File: src/rtl/hazard_ctrl.sv
// -----------------------------------------------------------------------------
// hazard_ctrl
//
// Pipeline hazard controller for a five-stage in-order core. It decides, every
// cycle, which pipeline registers hold (stall) and which get a bubble (flush).
// It also supervises the multi-cycle (mul/div) unit with a watchdog.
//
// Stall and flush outputs are combinational from the current inputs and the
// registered FSM state. They therefore act on the same clock edge that the
// hazard is seen on.
//
// Resolution order when several conditions are active in one cycle:
//   trap > mem_busy > multi-cycle > redirect > load-use
//
// Parameters
//   MC_MAX_CYCLES  watchdog limit for one multi-cycle op, legal range 2..256.
//
// Optional feature
//   COTM32_HAZARD_PERF_EN  when defined, builds a 32-bit free-running count of
//                          cycles with o_pc_stall=1 on o_stall_cycles.
//                          Otherwise o_stall_cycles is tied to 0 and no
//                          counter flops are built.
//
// Ports
//   i_clk            clock, all state on the rising edge
//   i_rst_n          synchronous active-low reset
//   i_id_*           ID-stage instruction: valid, rs1/rs2 index, rs1/rs2 used
//   i_ex_valid       EX holds a valid instruction
//   i_ex_rd          EX destination register index
//   i_ex_is_load     EX instruction is a load
//   i_ex_mc_start    EX holds an incomplete multi-cycle op
//   i_mc_done        multi-cycle result ready (one-cycle pulse)
//   i_ex_redirect    taken branch / jump resolved in EX
//   i_trap           trap or mret commit request
//   i_mem_busy       LSU waiting on memory
//   o_*_stall        hold PC / IF-ID / ID-EX / EX-MEM
//   o_*_flush        bubble into IF-ID / ID-EX / EX-MEM
//   o_mc_abort       one-cycle kill of the multi-cycle unit
//   o_mc_timeout     sticky watchdog-expired flag, cleared only by reset
//   o_state          FSM state (0 RUN, 1 MC_WAIT)
//   o_stall_cycles   PC-stall cycle counter (0 unless perf counter is built)
//
// FSM states
//   state    | meaning
//   ---------+---------------------------------------------------------------
//   RUN      | normal issue; multi-cycle op not outstanding
//   MC_WAIT  | EX is held waiting for i_mc_done, the watchdog is counting
// -----------------------------------------------------------------------------

module hazard_ctrl #(
    parameter int MC_MAX_CYCLES = 64
) (
    input  logic        i_clk,
    input  logic        i_rst_n,
    input  logic        i_id_valid,
    input  logic [4:0]  i_id_rs1,
    input  logic [4:0]  i_id_rs2,
    input  logic        i_id_use_rs1,
    input  logic        i_id_use_rs2,
    input  logic        i_ex_valid,
    input  logic [4:0]  i_ex_rd,
    input  logic        i_ex_is_load,
    input  logic        i_ex_mc_start,
    input  logic        i_mc_done,
    input  logic        i_ex_redirect,
    input  logic        i_trap,
    input  logic        i_mem_busy,
    output logic        o_pc_stall,
    output logic        o_ifid_stall,
    output logic        o_idex_stall,
    output logic        o_exmem_stall,
    output logic        o_ifid_flush,
    output logic        o_idex_flush,
    output logic        o_exmem_flush,
    output logic        o_mc_abort,
    output logic        o_mc_timeout,
    output logic [1:0]  o_state,
    output logic [31:0] o_stall_cycles
);

    typedef enum logic [1:0] {
        ST_RUN     = 2'd0,
        ST_MC_WAIT = 2'd1
    } state_t;

    // Counter values never exceed MC_MAX_CYCLES-1 (at most 255), so 8 bits
    // cover the whole legal parameter range.
    localparam logic [7:0] WD_LAST = 8'(MC_MAX_CYCLES - 1);

    state_t     r_state;
    state_t     w_state_nxt;
    logic [7:0] r_wd_cnt;
    logic [7:0] w_wd_cnt_nxt;
    logic       r_mc_timeout;
    logic       w_mc_timeout_nxt;

    logic       w_in_wait;
    logic       w_mc_enter;
    logic       w_wd_expire;
    logic       w_rs1_hit;
    logic       w_rs2_hit;
    logic       w_load_use;

    // ------------------------------------------------------------------
    // Hazard detection
    // ------------------------------------------------------------------
    assign w_in_wait   = (r_state == ST_MC_WAIT);

    // A multi-cycle op whose result is already available in its first EX
    // cycle needs no wait at all.
    assign w_mc_enter  = (r_state == ST_RUN) && i_ex_mc_start && !i_mc_done;

    assign w_wd_expire = w_in_wait && !i_mc_done && (r_wd_cnt == WD_LAST);

    // x0 is hardwired to zero, so a load targeting it can never be a hazard.
    assign w_rs1_hit   = i_id_use_rs1 && (i_id_rs1 == i_ex_rd);
    assign w_rs2_hit   = i_id_use_rs2 && (i_id_rs2 == i_ex_rd);
    assign w_load_use  = i_ex_valid && i_ex_is_load && (i_ex_rd != 5'd0) &&
                         i_id_valid && (w_rs1_hit || w_rs2_hit);

    // ------------------------------------------------------------------
    // Next-state and control outputs
    // ------------------------------------------------------------------
    always_comb begin
        o_pc_stall       = 1'b0;
        o_ifid_stall     = 1'b0;
        o_idex_stall     = 1'b0;
        o_exmem_stall    = 1'b0;
        o_ifid_flush     = 1'b0;
        o_idex_flush     = 1'b0;
        o_exmem_flush    = 1'b0;
        o_mc_abort       = 1'b0;
        w_state_nxt      = r_state;
        w_wd_cnt_nxt     = r_wd_cnt;
        w_mc_timeout_nxt = r_mc_timeout;

        if (!i_rst_n) begin
            // Outputs stay quiet while reset is asserted; the registers
            // reload themselves in the sequential block.
            w_state_nxt      = ST_RUN;
            w_wd_cnt_nxt     = 8'd0;
            w_mc_timeout_nxt = 1'b0;
        end else if (i_trap) begin
            o_ifid_flush  = 1'b1;
            o_idex_flush  = 1'b1;
            o_exmem_flush = 1'b1;
            // Only kill the multi-cycle unit if something is actually in it.
            o_mc_abort    = w_in_wait || i_ex_mc_start;
            w_state_nxt   = ST_RUN;
            w_wd_cnt_nxt  = 8'd0;
        end else if (i_mem_busy) begin
            // Full freeze: state and watchdog hold so a memory wait does not
            // count against the multi-cycle budget.
            o_pc_stall    = 1'b1;
            o_ifid_stall  = 1'b1;
            o_idex_stall  = 1'b1;
            o_exmem_stall = 1'b1;
        end else if (w_in_wait) begin
            if (i_mc_done) begin
                w_state_nxt  = ST_RUN;
                w_wd_cnt_nxt = 8'd0;
            end else if (w_wd_expire) begin
                // Give up on the op: drop it out of ID-EX and resume issue.
                o_mc_abort       = 1'b1;
                o_idex_flush     = 1'b1;
                w_mc_timeout_nxt = 1'b1;
                w_state_nxt      = ST_RUN;
                w_wd_cnt_nxt     = 8'd0;
            end else begin
                o_pc_stall    = 1'b1;
                o_ifid_stall  = 1'b1;
                o_idex_stall  = 1'b1;
                o_exmem_flush = 1'b1;
                w_wd_cnt_nxt  = r_wd_cnt + 8'd1;
            end
        end else if (w_mc_enter) begin
            // The entry cycle already counts as the first waited cycle.
            o_pc_stall    = 1'b1;
            o_ifid_stall  = 1'b1;
            o_idex_stall  = 1'b1;
            o_exmem_flush = 1'b1;
            w_state_nxt   = ST_MC_WAIT;
            w_wd_cnt_nxt  = 8'd1;
        end else if (i_ex_redirect) begin
            // EX is not stalled here, so the redirect is taken now and the
            // two younger instructions are squashed.
            o_ifid_flush = 1'b1;
            o_idex_flush = 1'b1;
        end else if (w_load_use) begin
            o_pc_stall   = 1'b1;
            o_ifid_stall = 1'b1;
            o_idex_flush = 1'b1;
        end
    end

    // ------------------------------------------------------------------
    // State registers
    // ------------------------------------------------------------------
    always_ff @(posedge i_clk) begin
        if (!i_rst_n) begin
            r_state      <= ST_RUN;
            r_wd_cnt     <= 8'd0;
            r_mc_timeout <= 1'b0;
        end else begin
            r_state      <= w_state_nxt;
            r_wd_cnt     <= w_wd_cnt_nxt;
            r_mc_timeout <= w_mc_timeout_nxt;
        end
    end

    assign o_state      = r_state;
    assign o_mc_timeout = r_mc_timeout;

    // ------------------------------------------------------------------
    // Optional stall-cycle performance counter
    // ------------------------------------------------------------------
`ifdef COTM32_HAZARD_PERF_EN
    logic [31:0] r_stall_cycles;

    // Wraps naturally from all-ones to zero.
    always_ff @(posedge i_clk) begin
        if (!i_rst_n) begin
            r_stall_cycles <= 32'd0;
        end else if (o_pc_stall) begin
            r_stall_cycles <= r_stall_cycles + 32'd1;
        end
    end

    assign o_stall_cycles = r_stall_cycles;
`else
    assign o_stall_cycles = 32'd0;
`endif

endmodule

File: config.mk
export PLATFORM = sky130hd
export DESIGN_NAME = hazard_ctrl
export DESIGN_NICKNAME = d
export VERILOG_FILES = /design/src/rtl/hazard_ctrl.sv
export SDC_FILE = /design/constraint.sdc
export NUM_CORES = 1
export LEC_CHECK = 0
export CAP_MARGIN = 20
export CORE_MARGIN = 4
export CORE_UTILIZATION = 36
export DETAILED_ROUTE_END_ITERATION = 6
export PLACE_DENSITY = 0.88
export SKIP_CTS_REPAIR_TIMING = 1
export SYNTH_ARGS = -nofsm -noshare
export SYNTH_HDL_FRONTEND = slang
export SYNTH_SLANG_ARGS = --single-unit
File: constraint.sdc
create_clock -name i_clk -period 2.2 [get_ports i_clk]
set_clock_uncertainty 0.15 [all_clocks]
set_input_delay 0.44 -clock i_clk [delete_from_list [all_inputs] [get_ports i_clk]]
set_output_delay 0.44 -clock i_clk [all_outputs]
set_load 0.02 [all_outputs]
==> flow_summary_export.csv <==
group,metric,value,unit
status,status,"complete, but fails checks",
status,violations,"negative setup slack",
worst_setup_path,cp_slowest_cell,"dfxtp_2",
global_route,grtUsageTotal,14.0,%
logic_synthesis,synth_top_family_by_area,"buffers and inverters",
routing,dr_wl_met3,189,um
worst_setup_path,crit_type,"reg2out",
cts,clkLatencyLatePin,0.28,ns
routing,drc,0,
logic_synthesis,yosys.area_share.adder,1.16,%
global_route,grt_max_degree,8,
floorplan,initial_utilization,38.4,%
floorplan,die_w,62.7,um
worst_setup_path,r2r-start,"r_wd_cnt[5]",
timing,fin_ws,-0.114,ns
global_route,grt_pass1_vias,968,
final_layout,drive_above_1_share,38.4,%
floorplan,fp-row-count,19,
final_layout,final_nets,232,
worst_hold_path,hold_path_depth,2,
cts,clock-root-buffer,"clkbuf_4",
global_route,overflow,0,
routing,vias,1121,
worst_setup_path,r2r_setup_slack,0.46,ns
logic_synthesis,synthMuxAreaShare,0,%
final_layout,diodes,0,
global_route,antenna_found_initial,0,
cts,path_clk_slew,0.08,ns
floorplan,fp.coreArea,2810,um2
routing,top_layer_used,"met4",
worst_setup_path,startpoint_type,"flop",
logic_synthesis,synthesis.area,1080,um2
flow_run,max-cap-violations,0,
timing,report.final.slew_viol_count,0,
timing,finalHoldViolCount,0,
timing,fin_crit_sh,105,%
place,gp_congestion,0.867,
worst_setup_path,critPathTopFamily,"buffers and inverters",
power_and_ir_drop,powerDensity,334,nW/um2
logic_synthesis,async_flop_share,0,%
logic_synthesis,yosysSeqAreaShare,18.6,%
routing,antenna_left,0,
timing,rsz0062_at_grt,"yes",
worst_hold_path,hp-class,"reg2reg",
timing,setup_violations,5,
worst_hold_path,hold_start,"r_wd_cnt[5]",
routing,drtPass1Iterations,4,
logic_synthesis,yosys.cell_types.count,48,
place,hpwl,2.42,mm
worst_setup_path,arrival,1.72,ns
logic_synthesis,synth.avg_cell_area,8.15,um2
floorplan,io-pin-count,70,
worst_hold_path,whs_endpoint,"r_wd_cnt[5]",
routing,wl_per_cell,14.2,um
floorplan,die-height,62.7,um
place,placed_area,1560,um2
cts,clock_sinks,10,
logic_synthesis,yosys.area_share.simple,20.9,%
final_layout,areaGrowthSynthToFinish,64.9,%
final_layout,final_common_cell,"buf_4",
global_route,grt_pass1_wl,4.42,mm
worst_setup_path,crit_chain,"and4_4 > and3_4 > buf_4 > buf_6 > a221oi_2 > o21ai_1 > buf_4",
final_layout,stdcell_area,1770,um2
worst_setup_path,crit_fanout,4,
cts,cts_max_level,1,
worst_setup_path,endpoint_kind,"output port",
worst_setup_path,r2r-end,"r_wd_cnt[0]",
routing,wl_met2,1.75,mm
worst_setup_path,max_stage_delay,0.33,ns
worst_setup_path,rr_worst_depth,7,
cts,clockBufferDepth,2,
power_and_ir_drop,power.leakage,0.952,nW
cts,numCtsBuffers,3,
place,place_worst_setup_slack,-0.842,ns
logic_synthesis,synth_edf_count,0,
routing,via_per_inst,4.79,
floorplan,die-area,3930,um2
worst_setup_path,cp.required,1.61,ns
routing,wl_met1,1.35,mm
logic_synthesis,synth_ff_type,"dfxtp_1",
routing,drt_iter0_drc,36,
timing,fin_crit,2.31,ns
place,portBuffers,36,
logic_synthesis,yosysWarnings,0,
cts,cts_tree,"built",
final_layout,final_cell_mix,"37 x buf_4, 33 x conb_1, 23 x dlymetal6s2s_1",
timing,fmax,432,MHz
worst_setup_path,critPathBufInv,3,
logic_synthesis,synth_xor_area_share,10.6,%
final_layout,nFillCells,231,
logic_synthesis,synth_compound_area_share,21.0,%
routing,finalWirelength,3.32,mm
logic_synthesis,ys_ff_latch,10,
power_and_ir_drop,vdd_drop_max,0.187,mV
worst_setup_path,crit_top_cell,"buf_4",
logic_synthesis,netlist_instances,132,
==> tightest hold or removal path, delay by kind of cell, from the launching register on <==
family | cells | cell delay, ns
AOI/OAI and AO/OA | 2 | 0.11
DFF | 1 | 0.33
==> flip-flops by register name, summed over array words and instances (netlist names) <==
name	cells
o_mc_timeout	1
o_state	1
r_wd_cnt	8
==> final cells by class <==
cell class	count	area, um2	area share, %
Clock buffer	4	36.3	2.05
Inverter	4	15.0	0.846
Multi-Input combinational cell	113	808	45.6
Timing Repair Buffer	72	669	37.7
Tap cell	31	38.8	2.19
Sequential cell	10	206	11.6
==> power breakdown <==
part / internal, W / leakage, nW / total, W / switching, W
clock network: 0.000101 / 0.0210 / 0.000174 / 0.0000731
registers: 0.000182 / 0.0831 / 0.000183 / 0.00000119
logic: 0.000101 / 0.848 / 0.000235 / 0.000134
==> layer usage <==
metal	vias up	track usage [%]
met5	-	0
met4	0	3.31
met3	4	4.86
met2	41	26.0
met1	534	15.1
li1	542	-
==> worst max-delay path by stage <==
stage / start / cells past startpoint / slack (ns) / to
after floorplan: i_id_valid / 5 / 0.02 / o_pc_stall
after global placement: i_ex_rd[4] / 6 / -0.79 / o_ifid_stall
after detailed placement: i_ex_rd[3] / 6 / -0.84 / o_ifid_stall
after CTS: i_ex_rd[3] / 6 / -0.85 / o_ifid_stall
after global routing: r_wd_cnt[5] / 5 / -0.16 / o_exmem_flush
final: r_wd_cnt[5] / 7 / -0.11 / o_idex_flush
==> kinds of logic (layout without fill, tap and decap cells) <==
logic type	count (synthesis)	after routing
adders and majority gates	1	1
and+or+nand+nor	36	36
AOI/OAI and AO/OA	30	30
DFF	10	10
buffers and inverters	41	80
other	1	33
xor gates and xnor gates	13	13
==> cells in the mapped netlist (2+ instances only) <==
library cell  number  area [um2]
o21ai_1            3        15.0
inv_2              2        7.51
nor2b_1            3        18.8
o31ai_1            2        15.0
and2_1             2        12.5
inv_1              2        7.51
xnor2_1            4        35.0
nand2_1            4        15.0
buf_4             35         263
dfxtp_1           10         200
o211ai_1           2        15.0
nor4_1             2        12.5
or4_1              3        22.5
nor2_1             9        33.8
a21oi_1            5        25.0
o21ai_0            2        10.0
and3_1             2        12.5
o21a_1             2        15.0
xor2_1             9        78.8
==> stage by stage <==
| step | utilization, % | cells | TNS [ns] | total power, W | hold slack, ns |
|---|---|---|---|---|---|
| 2_1_floorplan | - | 164 | 0 | 0.000340 | 0.302 |
| 3_3_place_gp | 55.6 | 226 | -5.09 | 0.000405 | 0.316 |
| 3_5_place_dp | 55.6 | 226 | -5.40 | 0.000408 | 0.320 |
| 4_1_cts | 56.9 | 230 | -5.45 | 0.000579 | 0.335 |
| 5_1_grt | 63.2 | 234 | -0.722 | 0.000625 | 0.339 |
| 6_report | 63.2 | 234 | -0.314 | 0.000592 | 0.328 |
Note: power is estimated with default switching activity, not from simulation.
